`src/rtl/quad_decoder_channel.sv`:
```
// Front end for one differential quadrature encoder channel.
// It synchronises and line-checks the pins, deglitches A/B and decodes them in 4x mode into a
// position count. It also produces a windowed velocity, error/fault status and a snapshot
// handshake.
module quad_decoder_channel #(
  parameter int unsigned POS_W         = 32,
  parameter int unsigned FILTER_LEN    = 4,
  parameter int unsigned SAMPLE_PERIOD = 500000,
  parameter bit          INVERT_DIR    = 1'b0
) (
  input  logic             i_clock,
  input  logic             i_reset,
  input  logic             i_apos,
  input  logic             i_aneg,
  input  logic             i_bpos,
  input  logic             i_bneg,
  input  logic             i_zero_req,
  input  logic             i_fault_clear,
  input  logic             i_snap_req,
  output logic             o_snap_ack,
  output logic [POS_W-1:0] o_snap_pos,
  output logic [POS_W-1:0] o_snap_vel,
  output logic [POS_W-1:0] o_position,
  output logic [POS_W-1:0] o_velocity,
  output logic             o_vel_valid,
  output logic [1:0]       o_line_fault,
  output logic [15:0]      o_err_count
);

  localparam int unsigned    FCW       = (FILTER_LEN > 1) ? $clog2(FILTER_LEN) : 1;
  localparam int unsigned    WCW       = $clog2(SAMPLE_PERIOD);
  localparam logic [FCW-1:0] FCNT_LAST = FCW'(FILTER_LEN - 1);
  localparam logic [WCW-1:0] WIN_LAST  = WCW'(SAMPLE_PERIOD - 1);

  logic [3:0]          r_sync1, r_sync2;
  logic [1:0]          w_pin, w_fault;      // index 0 = channel A, 1 = channel B
  logic [1:0]          r_filt, w_filt_d;
  logic [1:0][FCW-1:0] r_fcnt, w_fcnt_d;
  logic [1:0]          r_ab_prev, w_ab_cur, w_diff;
  logic                w_up, w_dn, w_illegal;
  logic [POS_W-1:0]    r_position, w_position_d;
  logic [POS_W-1:0]    r_velocity, w_velocity_d;
  logic [POS_W-1:0]    r_baseline, w_baseline_d, w_base_eff;
  logic [WCW-1:0]      r_win, w_win_d;
  logic                w_tc;
  logic [15:0]         r_err, w_err_d, w_err_base;
  logic [1:0]          r_line_fault, w_line_fault_d;
  logic                r_vel_valid, r_snap_ack;
  logic [POS_W-1:0]    r_snap_pos, r_snap_vel;

  // Position of {A,B} within the forward cycle 00 -> 10 -> 11 -> 01
  function automatic logic [1:0] seq_idx(input logic [1:0] ab);
    return {ab[0], ab[1] ^ ab[0]};
  endfunction

  // Two-stage pin synchroniser; left unreset so reset can seed the filters from live pins
  always_ff @(posedge i_clock) begin
    r_sync1 <= {i_apos, i_aneg, i_bpos, i_bneg};
    r_sync2 <= r_sync1;
  end

  assign w_pin   = {r_sync2[1], r_sync2[3]};
  assign w_fault = {r_sync2[1] == r_sync2[0], r_sync2[3] == r_sync2[2]};

  // Deglitch: accept a new level after FILTER_LEN consecutive differing cycles; freeze on fault
  always_comb begin
    w_filt_d = r_filt;
    w_fcnt_d = r_fcnt;
    for (int ch = 0; ch < 2; ch++) begin
      if (!w_fault[ch]) begin
        if (w_pin[ch] != r_filt[ch]) begin
          if (r_fcnt[ch] == FCNT_LAST) begin
            w_filt_d[ch] = w_pin[ch];
            w_fcnt_d[ch] = '0;
          end else begin
            w_fcnt_d[ch] = r_fcnt[ch] + 1'b1;
          end
        end else begin
          w_fcnt_d[ch] = '0;
        end
      end
    end
  end

  // Step decode compares the registered filtered state with its previous value
  assign w_ab_cur  = {r_filt[0], r_filt[1]};
  assign w_diff    = seq_idx(w_ab_cur) - seq_idx(r_ab_prev);
  assign w_illegal = (w_diff == 2'd2);
  assign w_up      = INVERT_DIR ? (w_diff == 2'd3) : (w_diff == 2'd1);
  assign w_dn      = INVERT_DIR ? (w_diff == 2'd1) : (w_diff == 2'd3);

  // Position, velocity window and baseline next state; zero_req beats a coincident step
  always_comb begin
    w_position_d = r_position;
    if (i_zero_req) begin
      w_position_d = '0;
    end else if (w_up) begin
      w_position_d = r_position + POS_W'(1);
    end else if (w_dn) begin
      w_position_d = r_position - POS_W'(1);
    end
    w_tc         = (r_win == WIN_LAST);
    w_win_d      = w_tc ? '0 : r_win + 1'b1;
    w_base_eff   = i_zero_req ? '0 : r_baseline;
    w_velocity_d = r_velocity;
    w_baseline_d = w_base_eff;
    if (w_tc) begin
      // Modular difference stays correct across position wrap
      w_velocity_d = w_position_d - w_base_eff;
      w_baseline_d = w_position_d;
    end
  end

  // Error counter and sticky line faults; a live fault or illegal step outranks fault_clear
  always_comb begin
    w_err_base = i_fault_clear ? 16'd0 : r_err;
    w_err_d    = w_err_base;
    if (w_illegal && (w_err_base != 16'hFFFF)) begin
      w_err_d = w_err_base + 16'd1;
    end
    w_line_fault_d = (i_fault_clear ? 2'b00 : r_line_fault) | w_fault;
  end

  // State registers with synchronous reset
  always_ff @(posedge i_clock) begin
    if (i_reset) begin
      r_filt       <= w_pin;
      r_fcnt       <= '0;
      r_ab_prev    <= {w_pin[0], w_pin[1]};
      r_position   <= '0;
      r_velocity   <= '0;
      r_baseline   <= '0;
      r_win        <= '0;
      r_err        <= '0;
      r_line_fault <= '0;
      r_vel_valid  <= 1'b0;
      r_snap_ack   <= 1'b0;
      r_snap_pos   <= '0;
      r_snap_vel   <= '0;
    end else begin
      r_filt       <= w_filt_d;
      r_fcnt       <= w_fcnt_d;
      r_ab_prev    <= w_ab_cur;
      r_position   <= w_position_d;
      r_velocity   <= w_velocity_d;
      r_baseline   <= w_baseline_d;
      r_win        <= w_win_d;
      r_err        <= w_err_d;
      r_line_fault <= w_line_fault_d;
      r_vel_valid  <= w_tc;
      r_snap_ack   <= i_snap_req;
      if (i_snap_req) begin
        r_snap_pos <= w_position_d;
        r_snap_vel <= w_velocity_d;
      end
    end
  end

  assign o_snap_ack   = r_snap_ack;
  assign o_snap_pos   = r_snap_pos;
  assign o_snap_vel   = r_snap_vel;
  assign o_position   = r_position;
  assign o_velocity   = r_velocity;
  assign o_vel_valid  = r_vel_valid;
  assign o_line_fault = r_line_fault;
  assign o_err_count  = r_err;

endmodule
```
`config.mk`:
```
export PLATFORM = sky130hd
export DESIGN_NAME = quad_decoder_channel
export DESIGN_NICKNAME = d
export VERILOG_FILES = /design/src/rtl/quad_decoder_channel.sv
export SDC_FILE = /design/constraint.sdc
export NUM_CORES = 1
export LEC_CHECK = 0
export ABC_CLOCK_PERIOD_IN_PS = 11100
export CAP_MARGIN = 30
export CORE_MARGIN = 2
export CORE_UTILIZATION = 55
export DETAILED_ROUTE_END_ITERATION = 6
export HOLD_SLACK_MARGIN = 0.06
export PLACE_DENSITY = 0.81
export SLEW_MARGIN = 40
export SYNTH_ARGS = -nofsm -noshare
export SYNTH_HDL_FRONTEND = slang
export SYNTH_SLANG_ARGS = --single-unit
```
`constraint.sdc`:
```
create_clock -name i_clock -period 11.1 [get_ports i_clock]
set_input_delay 2.22 -clock i_clock [delete_from_list [all_inputs] [get_ports i_clock]]
set_output_delay 2.22 -clock i_clock [all_outputs]
set_load 0.005 [all_outputs]
```
==> qor.yml, run 1 <==
setup_path:
  cp_max_fo: 43
  critPathKind: "in -> reg"
  endpoint_kind: "flip-flop"
  required_ps: 11510
  reg2reg_from: "r_filt[1]"
  crit_end: "o_snap_vel[16]"
  r2r_slack_ps: 5680
  critPathTopFamily: "simple AND/OR/NAND/NOR gates"
  regToRegEndpoint: "o_velocity[30]"
  startpoint: "i_zero_req"
  slowest_stage: "or4b_2"
  crit_cells: 16
  slowest_delay_ps: 630
  startpoint_type: "primary input"
  path_cells: "clkdlybuf4s50_1, buf_4, inv_1, buf_4, and2_1, inv_1, ha_1, fa_1, nor2b_1, o2111ai_1, a21oi_1, o31ai_1, or4b_2, nand4_1, a21oi_1, a211oi_1"
  reg2regPathDepth: 17
  path_buf_inv: 5
  cp.arrival_ps: 6320
detailed_routing:
  drtAntennaViolNets: 0
  vias: 9741
  wire_per_inst_um: 16.64
  first_iter_violations: 665
  vias_per_cell: 5.754
  drt-pass1-iter-count: 6
  wl_um: 28180
  drcViolationCount: 0
cells_and_area:
  diodes: 0
  fin_cells: 1693
  n_fill_cell: 1606
  final_cell_mix: "234 x nor2_1, 213 x dfxtp_1, 154 x clkdlybuf4s50_1, 108 x nand2_1, 72 x a21oi_1"
  syn2layout_area_growth_pct: 23.62
  drive_gt1_share_pct: 5.252
  layout_commonest_cell: "nor2_1"
  final_nets: 1460
  final_util_pct: 68.72
  fin_area_sq_mm: 0.01324
clock_tree:
  ctsResizeCount: 0
  htree_levels: 1
  cts_setup_buffers: 0
  clk_latency_ps: 510
  clk_path_buf_depth: 3
  clk_root_buffer_cell: "clkbuf_16"
  cts_buffers: 23
  clkSinkCount: 215
  path_clk_slew_ps: 60
  cts_tree: "built"
  hold_buffers: 0
floorplanning:
  start_util_pct: 55.59
  die_height_um: 143.6
  core_area_sq_mm: 0.01927
  die_w_um: 143.6
  rows: 51
  die_area_sq_mm: 0.02061
  io_pins: 157
yosys:
  syn-instance-count: 1298
  syn_avg_cell_area_sq_um: 8.253
  synth_nets: 1346
  ys_ff_latch: 215
  synth_edf_count: 2
  synth_ff_type: "dfxtp_1"
  synth-seq-area-share_pct: 40.36
  yosysWarnings: 0
  synth_cell_types: 71
  synth.cell_area_sq_mm: 0.01071
  async_flop_share_pct: 0
global_route:
  grt_max_degree: 70
  antenna_found_initial: 0
  grt_first_pass_wirelength_um: 45180
  grt_overflow_total: 0
  grtUsageTotal_pct: 26.84
  grt_pass1_vias: 9075
power_and_ir_drop:
  leakage_nw: 5.096
  p_sw_mw: 0.9497
  power_frac_comb_pct: 37.5
  p_clk_share_pct: 31.3
  ir_drop_v: 0.0001497
  power.total_mw: 2.724
  internal_power_mw: 1.775
  power_frac_seq_pct: 31.2
  p_per_area_mw_per_mm2: 205.7
  netSwitchingFraction_pct: 34.86
placement:
  port_buffers: 156
  dp_hpwl_um: 19850
  place_area_sq_mm: 0.01238
  routabilityCongestion: 0.9219
  place_inst: 1652
timing:
  slew_viol_final: 0
  hold_viol: 0
  worst_pin_slew_ps: 826.4
  tns_ps: 0
  layout_min_cycle_time_ps: 5914
  maxSlewHeadroom_pct: 44.91
  rsz0062_at_grt: "false"
  fin_crit_sh_pct: 53.28
  fmax_mhz: 169.1
  finClkSkew_ps: 13.65
  setup_violations: 0
worst_hold_path:
  holdCritPathClass: "reg -> reg"
job:
  cap_violations: 0
run_status:
  status: "finished, final reports clean"
## synthesized netlist by cell type (3+ instances only)
cell type    n  share of area (%)
or4_1        3               0.21
nor4_1      10               0.58
and3_1      13               0.76
o21ai_0     37                1.7
nand3b_1     4               0.28
nand2b_1    21                1.2
o2111ai_1    4               0.33
o31ai_1      8               0.56
nor4bb_1     4               0.37
xnor2_1     45                3.7
xor2_1      33                2.7
buf_2        6               0.28
o211ai_1     4               0.28
and2_1      18                1.1
dfxtp_1    213                 40
nand4_1     22                1.3
nor2b_1     27                1.6
nor2_1     235                8.2
nand3_1     36                1.7
or2_2        8               0.47
a311oi_1     4               0.33
o21a_1       7               0.49
and4_1      10               0.82
mux2i_1     33                3.1
o22ai_1     15               0.88
o32ai_1      5               0.41
a21oi_1     72                3.4
a31oi_1     16               0.93
buf_1        6               0.21
clkbuf_1    61                2.1
a22oi_1      5               0.35
inv_1       28               0.98
or3_1       15               0.88
nor3_1      25                1.2
nand2_1    108                3.8
a211oi_1    28                2.0
ha_1        38                4.4
a21o_1      19                1.3
nor3b_1      8               0.56
## state kept, by name, indices dropped and copies added, names as in the netlist, 4 cells and up
name and count:
r_sync2 4, o_velocity 32, o_err_count 16, o_snap_pos 32
o_snap_vel 32, r_win 19, r_sync1 4, o_position 32
r_baseline 32, r_fcnt 4
## through the flow
stage               hold WS [ps]  setup WS [ps]
detailed placement         312.1           4719
finish                     326.5           5186
global placement           311.1           4856
global route               327.5           4905
CTS                        326.7           5243
floorplan                  309.6           5957
## how the worst min path moves through the flow
stage	from	end	slack (ps)	cells after the start
2_1_floorplan	r_sync1[0]	r_sync2[0]	310	0
3_3_place_gp	r_sync1[1]	r_sync2[1]	310	0
3_5_place_dp	r_sync1[2]	r_sync2[2]	310	0
4_1_cts	r_sync1[1]	r_sync2[1]	330	0
5_1_grt	r_sync1[1]	r_sync2[1]	330	0
6_report	r_sync1[1]	r_sync2[1]	330	0
## power by group through the flow
stage	Clock (mW)	Sequential [mW]	Combinational (mW)
floorplan	0	0.854	0.732
global route	0.894	0.856	1.12
finish	0.852	0.851	1.02
global placement	0	0.867	0.976
CTS	0.862	0.851	1.00
detailed placement	0	0.867	0.991
## cell families (layout without fill, tap and decap cells)
logic type,Yosys count,count (layout),share of synthesized area [%]
xor+xnor,82,82,7.113
flops,215,215,40.36
fa+ha+maj,39,39,4.625
mux,36,36,3.504
buf+inv,104,234,3.819
simple gates,577,577,25.81
compound gates,245,245,14.76
## layout make-up
type                    count  area (sq um)  area share (%)
clock buffers              28         655.6           4.951
clock inverters            13         200.2           1.512
inverters                  29         108.9          0.8220
multi-input cells         979          6006           45.35
flip-flops and latches    215          4324           32.65
well taps                 265         331.6           2.504
repair buffers            164          1617           12.21
## routing by layer
layer / part of all wire [%] / routed length [um] / GRT usage, %
met1: 43 / 12170 / 34.78
met5: 0 / 0 / 0
met4: 2.7 / 751 / 8.308
met3: 5.9 / 1661 / 4.199
met2: 48 / 13590 / 46.09
Power figures use the tool's default switching activity.
==> inputs of run 2 (changes only) <==
ABC_CLOCK_PERIOD_IN_PS = 5590   (was 11100)
clock period = 5.59 ns   (was 11.1 ns; I/O delays follow)
==> qor.yml, run 2 (same netlist as run 1, synthesis figures left out) <==
global_route:
  grt_pass1_vias: 9252  # was 9075
  grt_max_degree: 57  # was 70
  grt_first_pass_wirelength_um: 47140  # was 45180 um
  grtUsageTotal_pct: 27.99  # was 26.84%
  antenna_found_initial: 0  # unchanged
  grt_overflow_total: 0  # unchanged
floorplanning:
  die_w_um: 143.6  # unchanged
  die_area_sq_mm: 0.02061  # unchanged
  die_height_um: 143.6  # unchanged
  core_area_sq_mm: 0.01927  # unchanged
  io_pins: 157  # unchanged
  start_util_pct: 55.59  # unchanged
  rows: 51  # unchanged
cells_and_area:
  final_cell_mix: "234 x nor2_1, 213 x dfxtp_1, 154 x clkdlybuf4s50_1, 108 x nand2_1, 72 x a21oi_1"  # unchanged
  final_util_pct: 68.71  # was 68.72%
  layout_commonest_cell: "nor2_1"  # unchanged
  fin_cells: 1701  # was 1693
  final_nets: 1467  # was 1460
  syn2layout_area_growth_pct: 23.59  # was 23.62%
  diodes: 0  # unchanged
  fin_area_sq_mm: 0.01324  # about the same
  n_fill_cell: 1639  # was 1606
  final-seq-area_sq_mm: 0.004324  # unchanged
  multi_input_area_sq_mm: 0.006007  # was 0.006006 sq mm
  drive_gt1_share_pct: 5.223  # was 5.252%
setup_path:
  slowest_delay_ps: 520  # was 630 ps
  slowest_stage: "edfxtp_1"  # was or4b_2
  reg2reg_from: "r_filt[1]"  # unchanged
  cp.arrival_ps: 5540  # was 6320 ps
  path_buf_inv: 1  # was 5
  critPathKind: "reg -> reg"  # was in -> reg
  endpoint_kind: "flip-flop"  # unchanged
  cp_max_fo: 9  # was 43
  startpoint: "r_filt[1]"  # was i_zero_req
  startpoint_type: "flip-flop"  # was primary input
  critPathTopFamily: "compound AO/OA/AOI/OAI gates"  # was simple AND/OR/NAND/NOR gates
  cp_common_cell: "xnor2_1"
  path_cells: "xnor2_1, ha_1, nor2b_1, and3_1, nand4_1, o22ai_1, xnor2_1, or2_2, inv_1, ha_1, and2_1, a2111oi_0, o21ai_0, o41a_1, xnor2_1, mux2i_1, a211oi_1"  # was clkdlybuf4s50_1, buf_4, inv_1, buf_4, and2_1, inv_1, ha_1, fa_1, nor2b_1, o2111ai_1, a21oi_1, o31ai_1, or4b_2, nand4_1, a21oi_1, a211oi_1
  required_ps: 6000  # was 11510 ps
detailed_routing:
  wire_per_inst_um: 16.85  # was 16.64 um
  drcViolationCount: 0  # unchanged
  drtAntennaViolNets: 0  # unchanged
  vias: 9723  # was 9741
  drt-pass1-iter-count: 5  # was 6
  first_iter_violations: 760  # was 665
  wl_um: 28670  # was 28180 um
  vias_per_cell: 5.716  # was 5.754
placement:
  place_area_sq_mm: 0.01242  # was 0.01238 sq mm
  port_buffers: 156  # unchanged
  routabilityCongestion: 0.9487  # was 0.9219
  dp_hpwl_um: 20270  # was 19850 um
  dpl_worst_slack_ps: 361.1  # was 4719 ps
  place_inst: 1658  # was 1652
clock_tree:
  path_clk_slew_ps: 60  # about the same
  clk_latency_ps: 510  # about the same
  cts_buffers: 24  # was 23
  htree_levels: 1  # unchanged
  clkSinkCount: 215  # unchanged
  cts_tree: "built"  # unchanged
  clk_path_buf_depth: 3  # unchanged
  clk_root_buffer_cell: "clkbuf_16"  # unchanged
worst_hold_path:
  hold_start: "r_sync1[3]"  # was r_sync1[1]
  holdCritPathClass: "reg -> reg"  # unchanged
power_and_ir_drop:
  leakage_nw: 5.100  # was 5.096 nW
  ir_drop_v: 0.0002431  # was 0.0001497 V
  p_per_area_mw_per_mm2: 403.3  # was 205.7 mW/mm^2
timing:
  rsz0062_at_grt: "false"  # unchanged
  finClkSkew_ps: 15.50  # was 13.65 ps
  worst_pin_slew_ps: 732.7  # was 826.4 ps
  tns_ps: 0  # unchanged
  fin_crit_sh_pct: 91.61
  setup_violations: 0  # unchanged
  fmax_mhz: 195.3
  maxSlewHeadroom_pct: 51.04  # was 44.91%
  hold_viol: 0  # unchanged
  layout_min_cycle_time_ps: 5121
  slew_viol_final: 0  # unchanged
  setup_slack_ps: 469.1  # was 5186 ps
job:
  cap_violations: 0  # unchanged
run_status:
  status: "finished, final reports clean"  # unchanged
-- run 2: report_power, final --
group	switching [mW]	internal (mW)
Sequential	0.0892	1.61
Clock	0.634	0.968
Combinational	1.17	0.871
-- run 2: metal layers --
metal | track usage, % | part of all wire [%] | vias to the layer above
li1 | - | - | 4787
met4 | 6.811 | 2.2 | 0
met5 | 0 | 0 | -
met2 | 48.25 | 49 | 286
met1 | 37.28 | 44 | 4611
met3 | 3.699 | 5.0 | 39
-- run 2: per-stage QoR --
stage          hold slack (ps)  total power [mW]
3_3_place_gp             311.0             3.697
2_1_floorplan            309.6             3.149
3_5_place_dp             317.9             3.694
6_report                 328.2             5.339
5_1_grt                  342.1             5.642
4_1_cts                  330.8             5.307
-- run 2: path summary, 6_finish.rpt --
check,slack [ps],end,cells after the start
worst max register to register,470,o_snap_vel[29],17
worst min-delay path,330,r_sync2[3],0
worst min register to register,330,r_sync2[3],0
worst max-delay path,470,o_snap_vel[29],17
-- run 2: area by class of cell --
| cell class | count | area share [%] |
|---|---|---|
| clock inverter | 7 | 0.7277 |
| timing repair buffer | 170 | 12.58 |
| inverter | 29 | 0.8221 |
| multi-input combinational | 979 | 45.37 |
| tap | 265 | 2.504 |
| sequential | 215 | 32.66 |
| clock buffer | 36 | 5.339 |
-- run 2: repair_timing --
item | CTS | global route
hold buffers | 0 | 0
resized for setup | 0 | 1
setup endpoints to repair | 0 | 1
buffers inserted | 0 | 0
